==> src/rtl/sdram_pkg.sv <==
// -----------------------------------------------------------------------------
// sdram_pkg
// Shared definitions for the SDRAM arbiter slice: address/data widths of the
// sdram_controller user port and the arbiter state encoding.
// No ports (package).
// -----------------------------------------------------------------------------
package sdram_pkg;

    localparam int ADDR_W = 25;
    localparam int DATA_W = 16;

    // One access walks IDLE -> BUSY -> DONE -> IDLE.
    typedef enum logic [1:0] {
        IDLE = 2'd0,
        BUSY = 2'd1,
        DONE = 2'd2
    } arb_state_t;

endpackage : sdram_pkg

==> src/rtl/sdram_arbiter_if.sv <==
// -----------------------------------------------------------------------------
// sdram_arbiter_if
// Bundles the requester-side and controller-side signals of sdram_arbiter.
//   req_Valid/Lock/WE  per-port request, lock request and direction
//   req_Addr/Din       packed per-port address and write data
//   req_Grant/Ack      one-hot owner and one-cycle completion pulse
//   req_Dout           read data returned to the owner
//   sdram_*            access towards sdram_controller (Req/Addr/Din/WE/Focus)
//                      and its completion (R) plus read data (Dout)
// Modports:
//   slave  - the arbiter's view
//   master - the surrounding system (requesters + controller)
// -----------------------------------------------------------------------------
interface sdram_arbiter_if
    import sdram_pkg::*;
#(
    parameter int N_PORTS = 3
);

    logic [N_PORTS-1:0]        req_Valid;
    logic [N_PORTS-1:0]        req_Lock;
    logic [N_PORTS-1:0]        req_WE;
    logic [N_PORTS*ADDR_W-1:0] req_Addr;
    logic [N_PORTS*DATA_W-1:0] req_Din;
    logic [N_PORTS-1:0]        req_Grant;
    logic [N_PORTS-1:0]        req_Ack;
    logic [DATA_W-1:0]         req_Dout;

    logic                      sdram_Req;
    logic [ADDR_W-1:0]         sdram_Addr;
    logic [DATA_W-1:0]         sdram_Din;
    logic                      sdram_WE;
    logic                      sdram_Focus;
    logic                      sdram_R;
    logic [DATA_W-1:0]         sdram_Dout;

    modport slave (
        input  req_Valid, req_Lock, req_WE, req_Addr, req_Din,
        output req_Grant, req_Ack, req_Dout,
        output sdram_Req, sdram_Addr, sdram_Din, sdram_WE, sdram_Focus,
        input  sdram_R, sdram_Dout
    );

    modport master (
        output req_Valid, req_Lock, req_WE, req_Addr, req_Din,
        input  req_Grant, req_Ack, req_Dout,
        input  sdram_Req, sdram_Addr, sdram_Din, sdram_WE, sdram_Focus,
        output sdram_R, sdram_Dout
    );

endinterface : sdram_arbiter_if

==> src/rtl/sdram_arbiter_rr_picker.sv <==
// -----------------------------------------------------------------------------
// rr_picker
// Combinational round-robin selector. Returns the first set bit of req at or
// above index start, wrapping to the lowest set bit when none is found above.
//   req        in  N      request vector
//   start      in  PTR_W  index where the search begins
//   grant      out N      one-hot selection (zero when req is zero)
//   any_valid  out 1      at least one request is set
// -----------------------------------------------------------------------------
module rr_picker #(
    parameter int N     = 3,
    parameter int PTR_W = (N > 1) ? $clog2(N) : 1
) (
    input  logic [N-1:0]     req,
    input  logic [PTR_W-1:0] start,
    output logic [N-1:0]     grant,
    output logic             any_valid
);

    logic [N-1:0] upper_mask;
    logic [N-1:0] upper_req;

    // Requests at index >= start take priority over the wrapped-around ones.
    assign upper_mask = {N{1'b1}} << start;
    assign upper_req  = req & upper_mask;

    // x & -x isolates the lowest set bit.
    assign grant     = (|upper_req) ? (upper_req & (-upper_req)) : (req & (-req));
    assign any_valid = |req;

endmodule : rr_picker

==> src/rtl/sdram_arbiter.sv <==
// -----------------------------------------------------------------------------
// sdram_arbiter
// Shares one sdram_controller between N_PORTS requesters. Round-robin
// arbitration with an optional per-owner lock that keeps ownership for
// back-to-back accesses and raises sdram_Focus to hold off refresh. A lock is
// forcibly dropped after MAX_LOCK consecutive accesses.
//   Clk    in  system clock, rising edge
//   Reset  in  synchronous, active-high
//   bus    sdram_arbiter_if.slave: requester ports (req_*) and controller
//          port (sdram_*)
// -----------------------------------------------------------------------------
module sdram_arbiter
    import sdram_pkg::*;
#(
    parameter int N_PORTS  = 3,
    parameter int MAX_LOCK = 64
) (
    input  logic           Clk,
    input  logic           Reset,
    sdram_arbiter_if.slave bus
);

    localparam int PTR_W = $clog2(N_PORTS);
    localparam int CNT_W = $clog2(MAX_LOCK + 1);
    localparam logic [CNT_W-1:0] CNT_MAX = CNT_W'(MAX_LOCK);
    localparam logic [CNT_W-1:0] CNT_ONE = CNT_W'(1);

    // Registered state
    arb_state_t         state_q, state_d;
    logic [PTR_W-1:0]   rr_ptr_q, rr_ptr_d;
    logic               lock_active_q, lock_active_d;
    logic [N_PORTS-1:0] lock_owner_q, lock_owner_d;
    logic [CNT_W-1:0]   lock_cnt_q, lock_cnt_d;
    logic [N_PORTS-1:0] grant_q, grant_d;
    logic [N_PORTS-1:0] ack_q, ack_d;
    logic [DATA_W-1:0]  dout_q, dout_d;
    logic               req_q, req_d;
    logic [ADDR_W-1:0]  addr_q, addr_d;
    logic [DATA_W-1:0]  din_q, din_d;
    logic               we_q, we_d;

    // Arbitration helpers
    logic [N_PORTS-1:0] pick;
    logic               pick_any;
    logic               owner_valid;
    logic               owner_lock;
    logic               lock_hold;
    logic               force_rel;
    logic               release_now;
    logic               take_lock;
    logic [N_PORTS-1:0] grant_sel;
    logic               grant_any;
    logic [ADDR_W-1:0]  sel_addr;
    logic [DATA_W-1:0]  sel_din;
    logic               sel_we;
    logic [PTR_W-1:0]   rr_next;
    logic               focus;

    rr_picker #(
        .N     (N_PORTS),
        .PTR_W (PTR_W)
    ) u_rr_picker (
        .req       (bus.req_Valid),
        .start     (rr_ptr_q),
        .grant     (pick),
        .any_valid (pick_any)
    );

    assign owner_valid = |(bus.req_Valid & lock_owner_q);
    assign owner_lock  = |(bus.req_Lock & lock_owner_q);

    // The owner keeps the port only while it still asks for it and has not
    // used up its quota of consecutive accesses.
    assign lock_hold   = lock_active_q && owner_valid && owner_lock && (lock_cnt_q != CNT_MAX);
    assign force_rel   = lock_active_q && (lock_cnt_q == CNT_MAX);
    assign release_now = (state_q == IDLE) && lock_active_q && !lock_hold;

    assign grant_sel = lock_hold ? lock_owner_q : pick;
    assign grant_any = lock_hold | pick_any;

    // After a forced release the old owner may still win round-robin, but it
    // must not re-lock on that grant.
    assign take_lock = (|(bus.req_Lock & grant_sel))
                       && !(force_rel && (grant_sel == lock_owner_q));

    // Focus drops combinationally in the IDLE cycle that lets the lock go.
    assign focus = lock_active_q && !release_now;

    // Field mux for the selected port.
    always_comb begin
        // NOTE: every signal written here gets a default first, so no path
        // leaves it unassigned and no latch is inferred.
        sel_addr = '0;
        sel_din  = '0;
        sel_we   = 1'b0;
        for (int i = 0; i < N_PORTS; i++) begin
            if (grant_sel[i]) begin
                sel_addr = bus.req_Addr[i*ADDR_W +: ADDR_W];
                sel_din  = bus.req_Din[i*DATA_W +: DATA_W];
                sel_we   = bus.req_WE[i];
            end
        end
    end

    // Pointer to the port after the current owner; the last port wraps to 0.
    always_comb begin
        rr_next = '0;
        for (int i = 0; i < N_PORTS - 1; i++) begin
            if (grant_q[i]) begin
                rr_next = PTR_W'(i + 1);
            end
        end
    end

    // Next-state and next-output logic.
    always_comb begin
        state_d       = state_q;
        rr_ptr_d      = rr_ptr_q;
        lock_active_d = lock_active_q;
        lock_owner_d  = lock_owner_q;
        lock_cnt_d    = lock_cnt_q;
        grant_d       = grant_q;
        ack_d         = '0;
        dout_d        = dout_q;
        req_d         = req_q;
        addr_d        = addr_q;
        din_d         = din_q;
        we_d          = we_q;

        unique case (state_q)
            IDLE: begin
                if (lock_hold) begin
                    lock_cnt_d = lock_cnt_q + CNT_ONE;
                end else if (take_lock) begin
                    lock_active_d = 1'b1;
                    lock_owner_d  = grant_sel;
                    lock_cnt_d    = CNT_ONE;
                end else begin
                    lock_active_d = 1'b0;
                    lock_owner_d  = '0;
                    lock_cnt_d    = '0;
                end

                if (grant_any) begin
                    grant_d = grant_sel;
                    addr_d  = sel_addr;
                    din_d   = sel_din;
                    we_d    = sel_we;
                    req_d   = 1'b1;
                    state_d = BUSY;
                end else begin
                    grant_d = '0;
                end
            end

            BUSY: begin
                if (bus.sdram_R) begin
                    req_d = 1'b0;
                    ack_d = grant_q;
                    // Writes leave the last read value in place.
                    if (!we_q) begin
                        dout_d = bus.sdram_Dout;
                    end
                    state_d = DONE;
                end
            end

            DONE: begin
                rr_ptr_d = rr_next;
                if (!lock_active_q) begin
                    grant_d = '0;
                end
                state_d = IDLE;
            end

            default: begin
                state_d = IDLE;
            end
        endcase
    end

    always_ff @(posedge Clk) begin
        // NOTE: sequential state uses non-blocking assignments so every
        // register samples the pre-edge values of the others.
        if (Reset) begin
            state_q       <= IDLE;
            rr_ptr_q      <= '0;
            lock_active_q <= 1'b0;
            lock_owner_q  <= '0;
            lock_cnt_q    <= '0;
            grant_q       <= '0;
            ack_q         <= '0;
            dout_q        <= '0;
            req_q         <= 1'b0;
            addr_q        <= '0;
            din_q         <= '0;
            we_q          <= 1'b0;
        end else begin
            state_q       <= state_d;
            rr_ptr_q      <= rr_ptr_d;
            lock_active_q <= lock_active_d;
            lock_owner_q  <= lock_owner_d;
            lock_cnt_q    <= lock_cnt_d;
            grant_q       <= grant_d;
            ack_q         <= ack_d;
            dout_q        <= dout_d;
            req_q         <= req_d;
            addr_q        <= addr_d;
            din_q         <= din_d;
            we_q          <= we_d;
        end
    end

    assign bus.req_Grant   = grant_q;
    assign bus.req_Ack     = ack_q;
    assign bus.req_Dout    = dout_q;
    assign bus.sdram_Req   = req_q;
    assign bus.sdram_Addr  = addr_q;
    assign bus.sdram_Din   = din_q;
    assign bus.sdram_WE    = we_q;
    assign bus.sdram_Focus = focus;

endmodule : sdram_arbiter

==> src/flat_wrapper.sv <==
// flat-port wrapper written by rule: the top's interface ports become plain ports
module sdram_arbiter_flat import sdram_pkg::*;
#(
    parameter int N_PORTS  = 3,
    parameter int MAX_LOCK = 64
)
  (Clk, Reset, bus_req_Valid, bus_req_Lock, bus_req_WE, bus_req_Addr, bus_req_Din, bus_req_Grant, bus_req_Ack, bus_req_Dout, bus_sdram_Req, bus_sdram_Addr, bus_sdram_Din, bus_sdram_WE, bus_sdram_Focus, bus_sdram_R, bus_sdram_Dout);
  sdram_arbiter_if #(.N_PORTS(N_PORTS)) bus_i ();
  input  logic Clk;
  input  logic Reset;
  input wire logic [$bits(bus_i.req_Valid)-1:0] bus_req_Valid;
  input wire logic [$bits(bus_i.req_Lock)-1:0] bus_req_Lock;
  input wire logic [$bits(bus_i.req_WE)-1:0] bus_req_WE;
  input wire logic [$bits(bus_i.req_Addr)-1:0] bus_req_Addr;
  input wire logic [$bits(bus_i.req_Din)-1:0] bus_req_Din;
  output wire logic [$bits(bus_i.req_Grant)-1:0] bus_req_Grant;
  output wire logic [$bits(bus_i.req_Ack)-1:0] bus_req_Ack;
  output wire logic [$bits(bus_i.req_Dout)-1:0] bus_req_Dout;
  output wire logic [$bits(bus_i.sdram_Req)-1:0] bus_sdram_Req;
  output wire logic [$bits(bus_i.sdram_Addr)-1:0] bus_sdram_Addr;
  output wire logic [$bits(bus_i.sdram_Din)-1:0] bus_sdram_Din;
  output wire logic [$bits(bus_i.sdram_WE)-1:0] bus_sdram_WE;
  output wire logic [$bits(bus_i.sdram_Focus)-1:0] bus_sdram_Focus;
  input wire logic [$bits(bus_i.sdram_R)-1:0] bus_sdram_R;
  input wire logic [$bits(bus_i.sdram_Dout)-1:0] bus_sdram_Dout;
  assign bus_i.req_Valid = bus_req_Valid;
  assign bus_i.req_Lock = bus_req_Lock;
  assign bus_i.req_WE = bus_req_WE;
  assign bus_i.req_Addr = bus_req_Addr;
  assign bus_i.req_Din = bus_req_Din;
  assign bus_req_Grant = bus_i.req_Grant;
  assign bus_req_Ack = bus_i.req_Ack;
  assign bus_req_Dout = bus_i.req_Dout;
  assign bus_sdram_Req = bus_i.sdram_Req;
  assign bus_sdram_Addr = bus_i.sdram_Addr;
  assign bus_sdram_Din = bus_i.sdram_Din;
  assign bus_sdram_WE = bus_i.sdram_WE;
  assign bus_sdram_Focus = bus_i.sdram_Focus;
  assign bus_i.sdram_R = bus_sdram_R;
  assign bus_i.sdram_Dout = bus_sdram_Dout;
  sdram_arbiter #(.N_PORTS(N_PORTS), .MAX_LOCK(MAX_LOCK)) u_core (.Clk(Clk), .Reset(Reset), .bus(bus_i));
endmodule
==> config.mk <==
export PLATFORM = sky130hd
export DESIGN_NAME = sdram_arbiter_flat
export DESIGN_NICKNAME = d
export VERILOG_FILES = /design/src/rtl/sdram_pkg.sv /design/src/rtl/sdram_arbiter_if.sv /design/src/rtl/sdram_arbiter_rr_picker.sv /design/src/rtl/sdram_arbiter.sv /design/src/flat_wrapper.sv
export SDC_FILE = /design/constraint.sdc
export NUM_CORES = 1
export LEC_CHECK = 0
export BUFFER_PORTS_ARGS = -buffer_cell sky130_fd_sc_hd__buf_2
export CORE_MARGIN = 2
export CORE_UTILIZATION = 48
export DETAILED_ROUTE_END_ITERATION = 12
export PLACE_DENSITY_LB_ADDON = 0.1
export SETUP_SLACK_MARGIN = 0.1
export SKIP_CTS_REPAIR_TIMING = 1
export SKIP_LAST_GASP = 1
export SYNTH_ARGS = -nofsm -noshare
export SYNTH_HDL_FRONTEND = slang
export SYNTH_SLANG_ARGS = --single-unit
==> constraint.sdc <==
create_clock -name Clk -period 2.2 [get_ports Clk]
set_input_delay 0.44 -clock Clk [delete_from_list [all_inputs] [get_ports Clk]]
set_output_delay 0.44 -clock Clk [all_outputs]
set_load 0.05 [all_outputs]
# Yosys cells after proc, flatten, opt, wreduce, memory -nomap -nowiden
# Cells that the tools add are included.
[totals]
register_bits = 80
inputBits = 151
out_inout_bits = 66
elab_cells = 88
[classes]
n_reduce_logical = 27
shift = 1
addsub = 3
n_eq_ne = 8
bitwise_logic = 11
n_mux = 26
[ops]
columns = ["cell", "n"]
rows = [
  ["$mux 25", 3],
  ["$mux 16", 3],
  ["$and 3x3->3", 6],
  ["$reduce_or 3->1", 6],
  ["$mux 3", 5],
  ["$logic_and 1x1->1", 9],
  ["$mux 1", 8],
  ["$reduce_and 2->1", 4],
  ["$add 7x1->7 const B", 1],
  ["$eq 7x7->1 const B", 1],
  ["$mux 7", 1],
  ["$ne 7x7->1 const B", 1],
  ["$mux 2", 3],
  ["$neg 3->3", 2],
  ["$pmux 3 s2", 1],
  ["$reduce_and 3->1", 2],
  ["$ne 2x2->1 const B", 2],
  ["$not 1->1", 4],
  ["$pmux 2 s2", 1],
  ["$reduce_bool 2->1", 2],
  ["$eq 3x3->1", 1],
  ["$logic_not 1->1", 3],
  ["$shl 3x2->3 const A", 1],
  ["$eq 2x1->1 const B", 1],
  ["5 further kinds", 5],
]

# Longest topological paths before layout
[depth]
ltp_word = 12
ltp_mapped = 10
depth_no_buf = 7

# By module
# From an unflattened synthesis, not the netlist that was laid out.
[unflattened]
cells_unflattened = 399
hier_area_um2 = 3787.4
[modules_own_cells]
columns = ["module", "area_per_inst_um2", "cells_per_inst", "instances", "seq_area_each_um2"]
rows = [
  ["sdram_arbiter", 3712.3, 388, 1, 1601.5],
  ["rr_picker", 75.1, 11, 1, 0.0],
]

# Least setup slack after synthesis
# Ideal clock, no wire load.
[synth_timing]
kind = "input to output"
from = "input port bus_req_Valid[0]"
to = "output port bus_sdram_Focus"
n_path_buf = 3
cell_stages = 9
path_slack_ps = 7
required_time_ps = 1760
t_arrival_ps = 1753
path_cell_list = "buf_6 > a222oi_1 > nor2_1 > and3_1 > buf_6 > nand2b_4 > buf_6 > nand2_1 > inv_1"
[synth_via]
elab_chain_cells = 9
[synth_rtl]
columns = ["element", "line", "source"]
rows = [
  ["from (decl)", "flat_wrapper.sv:11", "input wire logic [$bits(bus_i.req_Valid)-1:0] bus_req_Valid;"],
  ["$and 3x3->3", "sdram_arbiter.sv:69", "assign owner_valid = |(bus.req_Valid & lock_owner_q);"],
  ["$reduce_or 3->1", "sdram_arbiter.sv:69", ""],
  ["$logic_and 1x1->1 (3 in series)", "sdram_arbiter.sv:74", "assign lock_hold = lock_active_q && owner_valid && owner_lock && (lock_cnt_q != CNT_MAX);"],
  ["$logic_not 1->1", "sdram_arbiter.sv:76", "assign release_now = (state_q == IDLE) && lock_active_q && !lock_hold;"],
  ["$logic_and 1x1->1", "sdram_arbiter.sv:76", ""],
  ["$logic_not 1->1", "sdram_arbiter.sv:87", "assign focus = lock_active_q && !release_now;"],
  ["$logic_and 1x1->1", "sdram_arbiter.sv:87", ""],
  ["to (decl)", "flat_wrapper.sv:23", "output wire logic [$bits(bus_i.sdram_Focus)-1:0] bus_sdram_Focus;"],
]
# Every way passes these cells.

# Worst setup path in the final report
[layout_timing]
from = "register u_core.lock_cnt_q[2]"
to = "output port bus_sdram_Focus"
[layout_via]
elab_chain_cells = 6
[layout_rtl]
columns = ["element", "line", "source"]
rows = [
  ["from (decl)", "sdram_arbiter.sv:33", "logic [CNT_W-1:0] lock_cnt_q, lock_cnt_d;"],
  ["from (signal assigned)", "sdram_arbiter.sv:203", "lock_cnt_q <= lock_cnt_d;"],
  ["$ne 7x7->1", "sdram_arbiter.sv:74", ""],
  ["$logic_and 1x1->1", "sdram_arbiter.sv:74", ""],
  ["$logic_not 1->1", "sdram_arbiter.sv:76", ""],
  ["$logic_and 1x1->1", "sdram_arbiter.sv:76", ""],
  ["$logic_not 1->1", "sdram_arbiter.sv:87", ""],
  ["$logic_and 1x1->1", "sdram_arbiter.sv:87", ""],
]
# Every way passes these cells.

==> out/qor.csv <==
stage;metric;value;unit
yosys;top_reg_cell synth;dfxtp_1;
route;Final ANT Viol Nets;0;
floorplan;Top-Level Pins;217;
hold_path;min-delay src;bus_sdram_Dout[3];
yosys;number of synthesized flops with an enable pin;0;
sta;final worst setup slack;-58.3;ps
power;total net switching power;1.52;mW
global_routing;Total GRT Usage;27.1;%
clock_network;Max clock buf depth;2;
hold_path;Min-Delay Path Depth;3;
power;IR Drop Worst-Case VDD;0.401;mV
floorplan;Die Wd;104;um
route;Detailed Route Iter0 Violations;508;
floorplan;initial core utilization;49.1;%
route;metal3 WL;1.34;mm
yosys;sequential area share after synthesis;33.6;%
power;power share of the combinational group;31.2;%
floorplan;Die Y;104;um
power;Pwr Total;4.07;mW
power;Power Density;591;nW/um^2
route;drt total wl;16.4;mm
route;Top Layer Used;met4;
power;Sw Share;37.4;%
sta;final-report setup violation count;13;
route;first-pass detailed-route iteration total;6;
setup_path;RR Endpoint;u_core.bus.req_Grant[2];
job;MaxCap Viol Count;0;
setup_path;CP startpoint kind;flop;
final_layout;register area;1610;um^2
clock_network;clk slew on worst S/H paths;90;ps
final_layout;most frequent cells in the layout;buf_2 (215), nand2_1 (168), a21oi_1 (135);
clock_network;TritonCTS Buffers;9;
power;leakage power;3.03;nW
yosys;Synth Warn #;0;
global_routing;initial antenna violation count;1;
final_layout;post-route cell area;6900;um^2
yosys;Cell Area, Synth;4760;um^2
clock_network;CTS Sinks;80;
global_routing;vias in the first global route;5279;
route;met1 WL;6.63;mm
hold_path;Hold Path Sink;u_core.bus.req_Dout[3];
final_layout;area of the multi-input gates;3100;um^2
yosys;Yosys cell types;50;
setup_path;kind of critical path;flop to primary output;
setup_path;crit path DAT;1820;ps
route;post-detailed-route wirelength per cell;15.8;um
placement;placed inst area;6090;um^2
sta;Worst-Margin Slew;469;ps
power;Internal Power;2.55;mW
setup_path;WP data required;1760;ps
sta;minimum clock period;2260;ps
sta;final slew viol count;0;
setup_path;Setup crit end kind;primary output;
sta;fmax;443;MHz
yosys;#FFs+latches synth;80;
final_layout;share of cells above drive strength 1;38.7;%
floorplan;overall die area;10700;um^2
placement;number of port buffers;216;
sta;final hold violations;0;
setup_path;FF-to-FF Start;u_core.lock_cnt_q[2];
global_routing;pin count of the biggest net entering global routing;51;
route;Via density;5.56;
yosys;Mean Syn Cell Area;7.00;um^2
power;clock network fraction of total power;29.2;%
final_layout;Synth-to-Final Area Change;44.9;%
sta;RSZ-0062 raised after global routing;yes;
final_layout;fill count;817;
sta;Tcrit/Tclk final;103;%
clock_network;CTS tree;yes;
yosys;Synth Net Count;833;
setup_path;reg2reg setup slack;-40;ps
setup_path;Worst R2R Path Depth;11;
route;WL met2;7.90;mm
final_layout;commonest non-fill, non-tap cell in the layout;buf_2;
route;DRC Markers;0;
sta;worst relative slew slack;68.7;%
sta;Fin Clk Skew;14.5;ps
floorplan;Core Region;9680;um^2
status;failing checks;setup timing;
clock_network;root buf cell;clkbuf_8;
setup_path;crit-path max FO;3;
status;status;finished with violations;
clock_network;Skew-Pair Late Insertion Delay;380;ps
route;routed via count;5786;
global_routing;gr ovfl total;0;
final_layout;nets;1055;
power;Seq pwr share;39.6;%
yosys;Synth Instances;680;
placement;GP Congestion;0.870;
yosys;Post-synth ARST share;0;%
floorplan;site row count;36;
placement;hpwl dp;11.0;mm
global_routing;global-route wire length before repair;24.1;mm
clock_network;H-tree levels;3;
hold_path;Hold Path Class;input pin to flop;
## cell usage after synthesis, types with 2 or more instances
master | count | share of area [%]
nand2b_1 | 7 | 0.92
nand3_1 | 4 | 0.42
a21o_1 | 2 | 0.32
inv_1 | 4 | 0.32
clkbuf_1 | 43 | 3.4
ha_1 | 2 | 0.53
nand3b_1 | 7 | 1.1
o21ai_1 | 39 | 4.1
a21oi_1 | 151 | 16
buf_4 | 3 | 0.47
xor2_1 | 3 | 0.55
xnor2_1 | 2 | 0.37
mux2i_4 | 2 | 0.95
nor2_1 | 19 | 1.5
a222oi_1 | 2 | 0.42
buf_2 | 9 | 0.95
nand2_1 | 169 | 13
buf_6 | 4 | 0.95
and2_1 | 4 | 0.53
a31oi_1 | 2 | 0.26
mux2i_1 | 42 | 8.8
o41ai_1 | 2 | 0.37
nor2b_1 | 2 | 0.26
dfxtp_1 | 80 | 34
nor4_1 | 2 | 0.26
and3_1 | 2 | 0.26
o21ai_0 | 49 | 5.2
## power groups by stage
stage	Sequential [mW]	Clock (mW)	Combinational [mW]
finish	1.61	1.19	1.27
global route	1.63	1.25	1.36
CTS	1.61	1.20	1.14
detailed placement	1.64	0	1.13
global placement	1.64	0	1.11
floorplan	1.96	0	0.423
## registers in the layout (all words and copies together), names as in the netlist
| name | count |
|---|---|
| u_core.state_q | 2 |
| u_core.bus.sdram_Din | 16 |
| u_core.bus.req_Dout | 16 |
| u_core.bus.sdram_Addr | 25 |
| u_core.bus.sdram_WE | 1 |
| u_core.bus.sdram_Req | 1 |
| u_core.lock_active_q | 1 |
| u_core.bus.req_Ack | 3 |
| u_core.lock_cnt_q | 7 |
| u_core.bus.req_Grant | 3 |
| u_core.rr_ptr_q | 2 |
| u_core.lock_owner_q | 3 |
## stage by stage
step / utilization (%) / hold WS [ps] / setup TNS (ps) / setup slack (ps) / cells
3_5_place_dp: 62.9 / 438 / 0 / 31.7 / 1000
4_1_cts: 65.1 / 280 / -276 / -276 / 1016
3_3_place_gp: 62.9 / 429 / 0 / 54.7 / 1000
2_1_floorplan: - / 470 / 0 / 10.6 / 680
6_report: 71.2 / 291 / -230 / -58.3 / 1041
5_1_grt: 71.2 / 281 / -4070 / -160 / 1041
## cell type report
cell class	count	area share (%)
multi-input cells	535	44.9
repair buffers	272	26.0
flip-flops and latches	80	23.3
well taps	133	2.41
clock buffers	9	1.80
clock inverters	7	1.22
inverters	4	0.272
diodes	1	0.0363
## worst max-delay path by stage
stage	slack (ps)	to	startpoint	depth (start not counted)
finish	-60	bus_sdram_Focus	u_core.lock_cnt_q[2]	7
global route	-160	bus_sdram_Focus	u_core.lock_owner_q[0]	7
CTS	-280	bus_sdram_Focus	u_core.lock_cnt_q[2]	7
detailed placement	30	u_core.bus.sdram_Addr[0]	bus_req_Valid[0]	9
global placement	50	u_core.lock_owner_q[0]	bus_req_Valid[1]	8
floorplan	10	bus_sdram_Focus	bus_req_Valid[0]	9
## worst max-delay path, stage by stage (launching register included)
cell	delay [ps]
dfxtp_1	360
nor4_2	260
nand3_1	160
and3_4	210
nand2b_4	150
nand2_4	80
clkinvlp_4	80
buf_6	150
## per-layer routing
layer / up-vias / GRT usage, %
met5: - / 0
met4: 0 / 14.4
met3: 47 / 4.97
met2: 274 / 46.9
met1: 2668 / 32.0
li1: 2797 / -
## logic make-up after synthesis
group / count (synthesis) / synth area share (%)
XOR/XNOR: 5 / 0.920
AO/OA/AOI/OAI: 257 / 28.3
flip-flops: 80 / 33.6
AND/OR/NAND/NOR: 226 / 20.3
buffers and inverters: 65 / 6.26
adder cells (fa/ha/maj): 2 / 0.526
multiplexers: 45 / 10.0
(Power assumes the default switching activity.)
